$ cat config.mk
export PLATFORM = sky130hd
export DESIGN_NAME = instr_fetch_unit
export DESIGN_NICKNAME = d
export VERILOG_FILES = /design/src/rtl/isa_pkg.sv /design/src/rtl/fetch_fifo.sv /design/src/rtl/instr_fetch_unit.sv
export SDC_FILE = /design/constraint.sdc
export NUM_CORES = 1
export LEC_CHECK = 0
export BUFFER_PORTS_ARGS = -buffer_cell sky130_fd_sc_hd__buf_2
export CAP_MARGIN = 10
export CORE_ASPECT_RATIO = 1.4
export CORE_MARGIN = 4
export CORE_UTILIZATION = 53
export CTS_BUF_LIST = sky130_fd_sc_hd__clkbuf_4
export DETAILED_ROUTE_END_ITERATION = 10
export GPL_TIMING_DRIVEN = 0
export HOLD_SLACK_MARGIN = 0.08
export PLACE_DENSITY_LB_ADDON = 0.12
export REMOVE_ABC_BUFFERS = 1
export SYNTH_ARGS = -nofsm -noshare
export SYNTH_HDL_FRONTEND = slang
export SYNTH_SLANG_ARGS = --single-unit
$ cat constraint.sdc
create_clock -name clk -period 4.1 [get_ports clk]
set_input_delay 0.82 -clock clk [delete_from_list [all_inputs] [get_ports clk]]
set_output_delay 0.82 -clock clk [all_outputs]
set_load 0.005 [all_outputs]
$ cat src/rtl/isa_pkg.sv
// Shared ISA definitions for the fetch unit and the control decoder.
package isa_pkg;

    localparam int unsigned OPC_W  = 3;
    localparam int unsigned OPC_HI = 15;
    localparam int unsigned OPC_LO = 13;
    localparam int unsigned JT_W   = 13;

    typedef enum logic [OPC_W-1:0] {
        OPC_ADD  = 3'b000,
        OPC_SLI  = 3'b001,
        OPC_J    = 3'b010,
        OPC_JAL  = 3'b011,
        OPC_LW   = 3'b100,
        OPC_SW   = 3'b101,
        OPC_ADDI = 3'b111
    } opcode_t;

    // Direct jumps whose target is fully known from the instruction word
    function automatic logic is_jump(input logic [OPC_W-1:0] opc);
        return (opc == OPC_J) || (opc == OPC_JAL);
    endfunction

endpackage

$ cat src/rtl/fetch_fifo.sv
// Synchronous FIFO with clear; DEPTH must be a power of two (>= 2).
module fetch_fifo #(
    parameter int unsigned WIDTH = 32,
    parameter int unsigned DEPTH = 2
) (
    input  logic                     clk,
    input  logic                     reset,
    input  logic                     clear,
    input  logic                     push,
    input  logic [WIDTH-1:0]         push_data,
    input  logic                     pop,
    output logic [WIDTH-1:0]         pop_data,
    output logic                     full,
    output logic                     empty,
    output logic [$clog2(DEPTH):0]   count
);

    localparam int unsigned PTR_W = $clog2(DEPTH);
    localparam int unsigned CNT_W = PTR_W + 1;

    logic [WIDTH-1:0] mem [DEPTH];
    logic [PTR_W-1:0] wr_ptr;
    logic [PTR_W-1:0] rd_ptr;
    logic             do_push;
    logic             do_pop;

    assign empty    = (count == '0);
    assign full     = (count == CNT_W'(DEPTH));
    assign do_pop   = pop && !empty;
    assign do_push  = push && (!full || do_pop);
    assign pop_data = mem[rd_ptr];

    always_ff @(posedge clk) begin
        if (reset || clear) begin
            wr_ptr <= '0;
            rd_ptr <= '0;
            count  <= '0;
        end else begin
            if (do_push) wr_ptr <= wr_ptr + PTR_W'(1);
            if (do_pop)  rd_ptr <= rd_ptr + PTR_W'(1);
            case ({do_push, do_pop})
                2'b10:   count <= count + CNT_W'(1);
                2'b01:   count <= count - CNT_W'(1);
                default: count <= count;
            endcase
        end
    end

    always_ff @(posedge clk) begin
        if (do_push) mem[wr_ptr] <= push_data;
    end

endmodule

$ cat src/rtl/instr_fetch_unit.sv
// Instruction fetch: PC, credit-limited imem requests, prefetch buffer, early j/jal redirect,
// and execute-stage redirects with discard of in-flight words.
module instr_fetch_unit
    import isa_pkg::*;
#(
    parameter int unsigned     PC_W     = 16,
    parameter int unsigned     INSTR_W  = 16,
    parameter int unsigned     DEPTH    = 2,
    parameter logic [PC_W-1:0] RESET_PC = '0
) (
    input  logic               clk,
    input  logic               reset,
    output logic               imem_req_valid,
    input  logic               imem_req_ready,
    output logic [PC_W-1:0]    imem_req_addr,
    input  logic               imem_rsp_valid,
    input  logic [INSTR_W-1:0] imem_rsp_data,
    output logic               issue_valid,
    input  logic               issue_ready,
    output logic [INSTR_W-1:0] issue_instr,
    output logic [OPC_W-1:0]   issue_opcode,
    output logic [PC_W-1:0]    issue_pc,
    output logic [PC_W-1:0]    issue_pc_plus2,
    input  logic               redirect_valid,
    input  logic [PC_W-1:0]    redirect_pc
);

    localparam int unsigned CNT_W = $clog2(DEPTH) + 1;
    localparam int unsigned SUM_W = CNT_W + 1;
    localparam int unsigned ENT_W = INSTR_W + PC_W;

    logic               init_done;
    logic               active;
    logic [PC_W-1:0]    fetch_pc;
    logic [CNT_W-1:0]   outstanding;
    logic [CNT_W-1:0]   outstanding_next;
    logic [CNT_W-1:0]   drop_cnt;

    logic [ENT_W-1:0]   buf_head;
    logic [CNT_W-1:0]   buf_count;
    logic               buf_full;
    logic               buf_empty;
    logic [PC_W-1:0]    pcq_head;
    logic [CNT_W-1:0]   pcq_count;
    logic               pcq_full;
    logic               pcq_empty;

    logic [INSTR_W-1:0] head_instr;
    logic [PC_W-1:0]    head_pc;
    logic               req_fire;
    logic               rsp_drop;
    logic               rsp_keep;
    logic               issue_fire;
    logic               early_jump;
    logic               ext_redirect;
    logic               redirect_any;
    logic [PC_W-1:0]    jump_target;
    logic [PC_W-1:0]    redirect_target;

    // Outputs stay quiet during reset and the first cycle after it
    assign active = init_done && !reset;

    assign head_instr     = buf_head[ENT_W-1:PC_W];
    assign head_pc        = buf_head[PC_W-1:0];
    assign issue_valid    = active && !buf_empty;
    assign issue_instr    = issue_valid ? head_instr : '0;
    assign issue_pc       = issue_valid ? head_pc : '0;
    assign issue_pc_plus2 = issue_valid ? (head_pc + PC_W'(2)) : '0;
    assign issue_opcode   = issue_instr[OPC_HI:OPC_LO];
    assign issue_fire     = issue_valid && issue_ready;

    assign early_jump      = issue_fire && is_jump(issue_opcode);
    assign ext_redirect    = active && redirect_valid;
    assign redirect_any    = ext_redirect || early_jump;
    assign jump_target     = {issue_pc_plus2[PC_W-1:JT_W+1], issue_instr[JT_W-1:0], 1'b0};
    assign redirect_target = ext_redirect ? (redirect_pc & ~PC_W'(1)) : jump_target;

    // Credit: words in flight plus words buffered never exceed DEPTH
    assign imem_req_valid = active && !redirect_any &&
                            ((SUM_W'(outstanding) + SUM_W'(buf_count)) < SUM_W'(DEPTH));
    assign imem_req_addr  = fetch_pc;
    assign req_fire       = imem_req_valid && imem_req_ready;

    assign rsp_drop = imem_rsp_valid && (drop_cnt != '0);
    assign rsp_keep = active && imem_rsp_valid && (drop_cnt == '0) && !redirect_any;

    always_comb begin
        outstanding_next = outstanding;
        if (req_fire && !imem_rsp_valid) begin
            outstanding_next = outstanding + CNT_W'(1);
        end else if (!req_fire && imem_rsp_valid) begin
            outstanding_next = outstanding - CNT_W'(1);
        end
    end

    always_ff @(posedge clk) begin
        if (reset) begin
            init_done   <= 1'b0;
            fetch_pc    <= RESET_PC;
            outstanding <= '0;
            drop_cnt    <= '0;
        end else begin
            init_done   <= 1'b1;
            outstanding <= outstanding_next;
            if (redirect_any) begin
                fetch_pc <= redirect_target;
                drop_cnt <= outstanding_next;
            end else begin
                if (req_fire) fetch_pc <= fetch_pc + PC_W'(2);
                if (rsp_drop) drop_cnt <= drop_cnt - CNT_W'(1);
            end
        end
    end

    fetch_fifo #(
        .WIDTH (ENT_W),
        .DEPTH (DEPTH)
    ) u_ibuf (
        .clk       (clk),
        .reset     (reset),
        .clear     (redirect_any),
        .push      (rsp_keep),
        .push_data ({imem_rsp_data, pcq_head}),
        .pop       (issue_fire),
        .pop_data  (buf_head),
        .full      (buf_full),
        .empty     (buf_empty),
        .count     (buf_count)
    );

    // PCs of live requests in issue order; dropped requests were flushed at redirect
    fetch_fifo #(
        .WIDTH (PC_W),
        .DEPTH (DEPTH)
    ) u_pcq (
        .clk       (clk),
        .reset     (reset),
        .clear     (redirect_any),
        .push      (req_fire),
        .push_data (fetch_pc),
        .pop       (rsp_keep),
        .pop_data  (pcq_head),
        .full      (pcq_full),
        .empty     (pcq_empty),
        .count     (pcq_count)
    );

    a_no_sat: assert property (@(posedge clk) disable iff (reset)
        !(req_fire && !imem_rsp_valid && (outstanding == CNT_W'(DEPTH))));
    a_pcq_ok: assert property (@(posedge clk) disable iff (reset)
        !(req_fire && pcq_full) && !(rsp_keep && pcq_empty));
    a_buf_ok: assert property (@(posedge clk) disable iff (reset)
        !(rsp_keep && buf_full && !issue_fire));
    a_track:  assert property (@(posedge clk) disable iff (reset)
        (SUM_W'(pcq_count) + SUM_W'(drop_cnt)) == SUM_W'(outstanding));

endmodule

==> impl_metrics.yaml <==
placed_design:
  port_buffers: 102
  routabilityCongestion: 0.8419
  place_area_sq_um: 6285
  hpwl_microns: 9221
finish:
  layout-drive-gt1-share_pct: 27.76
  fin_area_sq_um: 6560
  area_growth_pct: 15.00
  fin_nets: 629
die:
  initial_utilization_pct: 54.53
  rows: 44
  core_sq_um: 10460
  ioPinCount: 107
  die-area_sq_um: 12510
  dieWidth_microns: 95.68
  die_h_microns: 130.8
setup_path:
  rrSetupSlack_ns: 0.67
  worst-r2r-cell-count: 7
  cp-start-kind: "flip-flop"
  r2r_start: "u_ibuf.count[0]"
  path_class: "flip-flop to output pin"
  critPathSlowestCell: "dfxtp_4"
  critical_path.endpoint_type: "output pin"
  worst_path_largest_cell_delay_ns: 0.58
  worstPathMaxFanout: 31
  crit_end: "issue_pc_plus2[15]"
  critPathRequiredTime_ns: 3.28
  crit_chain: "buf_12, mux2_2, ha_1, inv_1, a211oi_2, nand4b_1, xnor2_1, nor2_1, buf_2"
  reg2reg_to: "u_pcq.mem[0][8]"
  worstPathArrival_ns: 2.92
yosys:
  yosys-top-cells-count: "edfxtp_1, nor2_1, dfxtp_1, mux2i_1, nand2_1"
  yosysTopAreaCell: "edfxtp_1"
  ys_types: 64
  ys_seq_area_share_pct: 58.96
  yosysMostFrequentCell: "edfxtp_1"
  synth-warning-count: 0
  avgSynthCellArea_sq_um: 11.76
  syn_area_sq_um: 5704
  synth.area.top_cells: "edfxtp_1, dfxtp_1, mux2i_1, nor2_1, xnor2_1"
  async_reset_ff_share_pct: 0
  synth_cells: 485
  synth_edf_count: 92
  synthFlopType: "edfxtp_1"
  synth_seq_cells: 122
  synth_top_area_share_pct: 48.43
cts:
  clk_pin_slew_ns: 0.10
  cts_buffers: 17
  clockBufferDepth: 2
  cts-root-buf: "clkbuf_4"
  cts_sinks: 122
  ctsHtreeMaxLevel: 4
  cts_tree: "built"
  insertion_delay_ns: 0.52
  hold_buffers: 0
route:
  vias_per_cell: 5.531
  route.detailed.drc: 0
  wl_per_cell_microns: 16.90
  ant_nets: 0
  firstDrtPassIters: 5
  wl_microns: 12460
  num_vias: 4076
  drt-initial-drc-count: 239
global_route:
  antenna_found_initial: 1
  grt_first_pass_wirelength_microns: 19840
  grt_max_degree: 39
  grt_usage_pct: 21.21
  first_global_vias: 4023
  overflow: 0
run_status:
  status: "finished, final reports clean"
pwr:
  power_leakage_uw: 0.002473
  power.density_nw_per_um2: 350.9
  ir_drop_mv: 0.2560
timing:
  clock-skew-final_ns: 0.01315
  worstMarginPinSlew_ns: 1.197
  slew_viol_final: 0
  hold_ws_ns: 0.4823
  fmax_mhz: 267.1
  slew_headroom_pct: 19.88
  period_minus_slack_ns: 3.744
  rsz0062_at_grt: "no"
  timing.final.crit_share_pct: 91.31
  setup-violations-final: 0
  hold_violations: 0
hold_path:
  hold_class: "input port to flip-flop"
job:
  cap_violations: 0
==> state kept, by name, indices dropped and copies added (netlist names), named ones only <==
signal	flops
u_ibuf.rd_ptr	1
u_ibuf.mem	62
outstanding	2
drop_cnt	2
u_pcq.rd_ptr	1
u_pcq.wr_ptr	1
u_pcq.count	2
u_ibuf.wr_ptr	1
u_ibuf.count	2
u_pcq.mem	30
imem_req_addr	15
init_done	1
==> cell families (layout without fill, tap and decap cells) <==
| family | after synthesis | after routing | synth area share [%] |
|---|---|---|---|
| simple gates | 168 | 168 | 14.19 |
| mux | 47 | 47 | 8.620 |
| buf+inv | 36 | 147 | 3.180 |
| flops | 122 | 122 | 58.96 |
| compound gates | 78 | 78 | 9.388 |
| xor+xnor | 27 | 27 | 4.146 |
| other cells | 1 | 4 | 0.06574 |
| fa+ha+maj | 6 | 6 | 1.448 |
==> worst min path at each step <==
stage	from	endpoint	slack, ns	depth (start not counted)
after floorplan	u_ibuf.rd_ptr	flip-flop	0.48	2
after global placement	u_ibuf.rd_ptr	flip-flop	0.49	2
after global routing	imem_rsp_data[15]	u_ibuf.mem[0][31]	0.42	1
after detailed placement	u_ibuf.rd_ptr	flip-flop	0.50	2
after CTS	imem_rsp_data[0]	u_ibuf.mem[1][16]	0.44	1
final	imem_rsp_data[0]	u_ibuf.mem[1][16]	0.48	1
==> layer usage <==
metal / wire length [microns] / track usage [%] / up-vias / share of wire (%)
li1: - / - / 1996 / -
met1: 4951 / 23.70 / 1920 / 40
met2: 6498 / 37.39 / 140 / 52
met3: 706 / 5.613 / 20 / 5.7
met4: 300 / 9.715 / 0 / 2.4
met5: 0 / 0 / - / 0
==> power breakdown <==
part,total [uW],switching [uW],internal (uW)
logic,180,106,74.3
registers,1390,28.5,1360
clock network,734,408,326
total,2300,543,1760
==> stage by stage <==
step                      utilization, %  power (uW)  setup TNS (ns)  worst slack [ns]  cells
after global routing               62.72        2408               0            0.1005    737
after floorplan                        -        1519          -8.498           -0.2741    462
final                              62.72        2302               0            0.3562    737
after CTS                          62.56        2323               0           0.04253    735
after global placement             59.80        1586         -109.77            -1.988    702
after detailed placement           60.08        1595          -51.51           -0.7637    703
==> cell type report <==
| type | instances | area (sq um) |
|---|---|---|
| Fill cell | 872 | 3900 |
| Clock inverter | 10 | 78.83 |
| Inverter | 11 | 41.29 |
| Multi-Input combinational cell | 329 | 2195 |
| Sequential cell | 122 | 3367 |
| Antenna cell | 1 | 2.502 |
| Timing Repair Buffer | 104 | 538.0 |
| Tap cell | 138 | 172.7 |
| Clock buffer | 22 | 165.2 |
==> critical path, delay by kind of cell, from the launching register on <==
| family | cells | cell delay (ns) |
|---|---|---|
| AO/OA/AOI/OAI | 1 | 0.38 |
| buffers and inverters | 3 | 0.47 |
| adder cells (fa/ha/maj) | 1 | 0.15 |
| multiplexers | 1 | 0.21 |
| XOR/XNOR | 1 | 0.32 |
| AND/OR/NAND/NOR | 2 | 0.27 |
| flip-flops | 1 | 0.58 |
==> placed cells by master, fill, tap and decap left out, types with 3 or more instances in the layout <==
| cell | n |
|---|---|
| o21a_1 | 3 |
| nor2_1 | 68 |
| a22oi_1 | 3 |
| clkinv_2 | 5 |
| xnor2_1 | 21 |
| o21ai_1 | 7 |
| nand4_1 | 5 |
| conb_1 | 3 |
| a31oi_1 | 3 |
| mux2_2 | 16 |
| clkbuf_4 | 22 |
| mux2i_1 | 30 |
| nor2b_1 | 3 |
| nand2_1 | 26 |
| xor2_1 | 6 |
| and4_1 | 3 |
| o22ai_1 | 3 |
| nand2b_1 | 3 |
| a211oi_1 | 8 |
| nor3_1 | 15 |
| dfxtp_1 | 29 |
| and3_1 | 7 |
| inv_2 | 3 |
| ha_1 | 5 |
| buf_2 | 102 |
| inv_1 | 8 |
| nand3_1 | 17 |
| edfxtp_1 | 92 |
| nand4b_1 | 3 |
| a21oi_1 | 19 |
| and2_1 | 3 |
| o21ai_0 | 9 |
==> repair_timing <==
action / in CTS / in global routing
buffers inserted: 0 / 0
endpoints found under the hold margin: 0 / 0
resized for setup: 4 / 2
setup endpoints to repair: 84 / 2
Power figures use the tool's default switching activity.
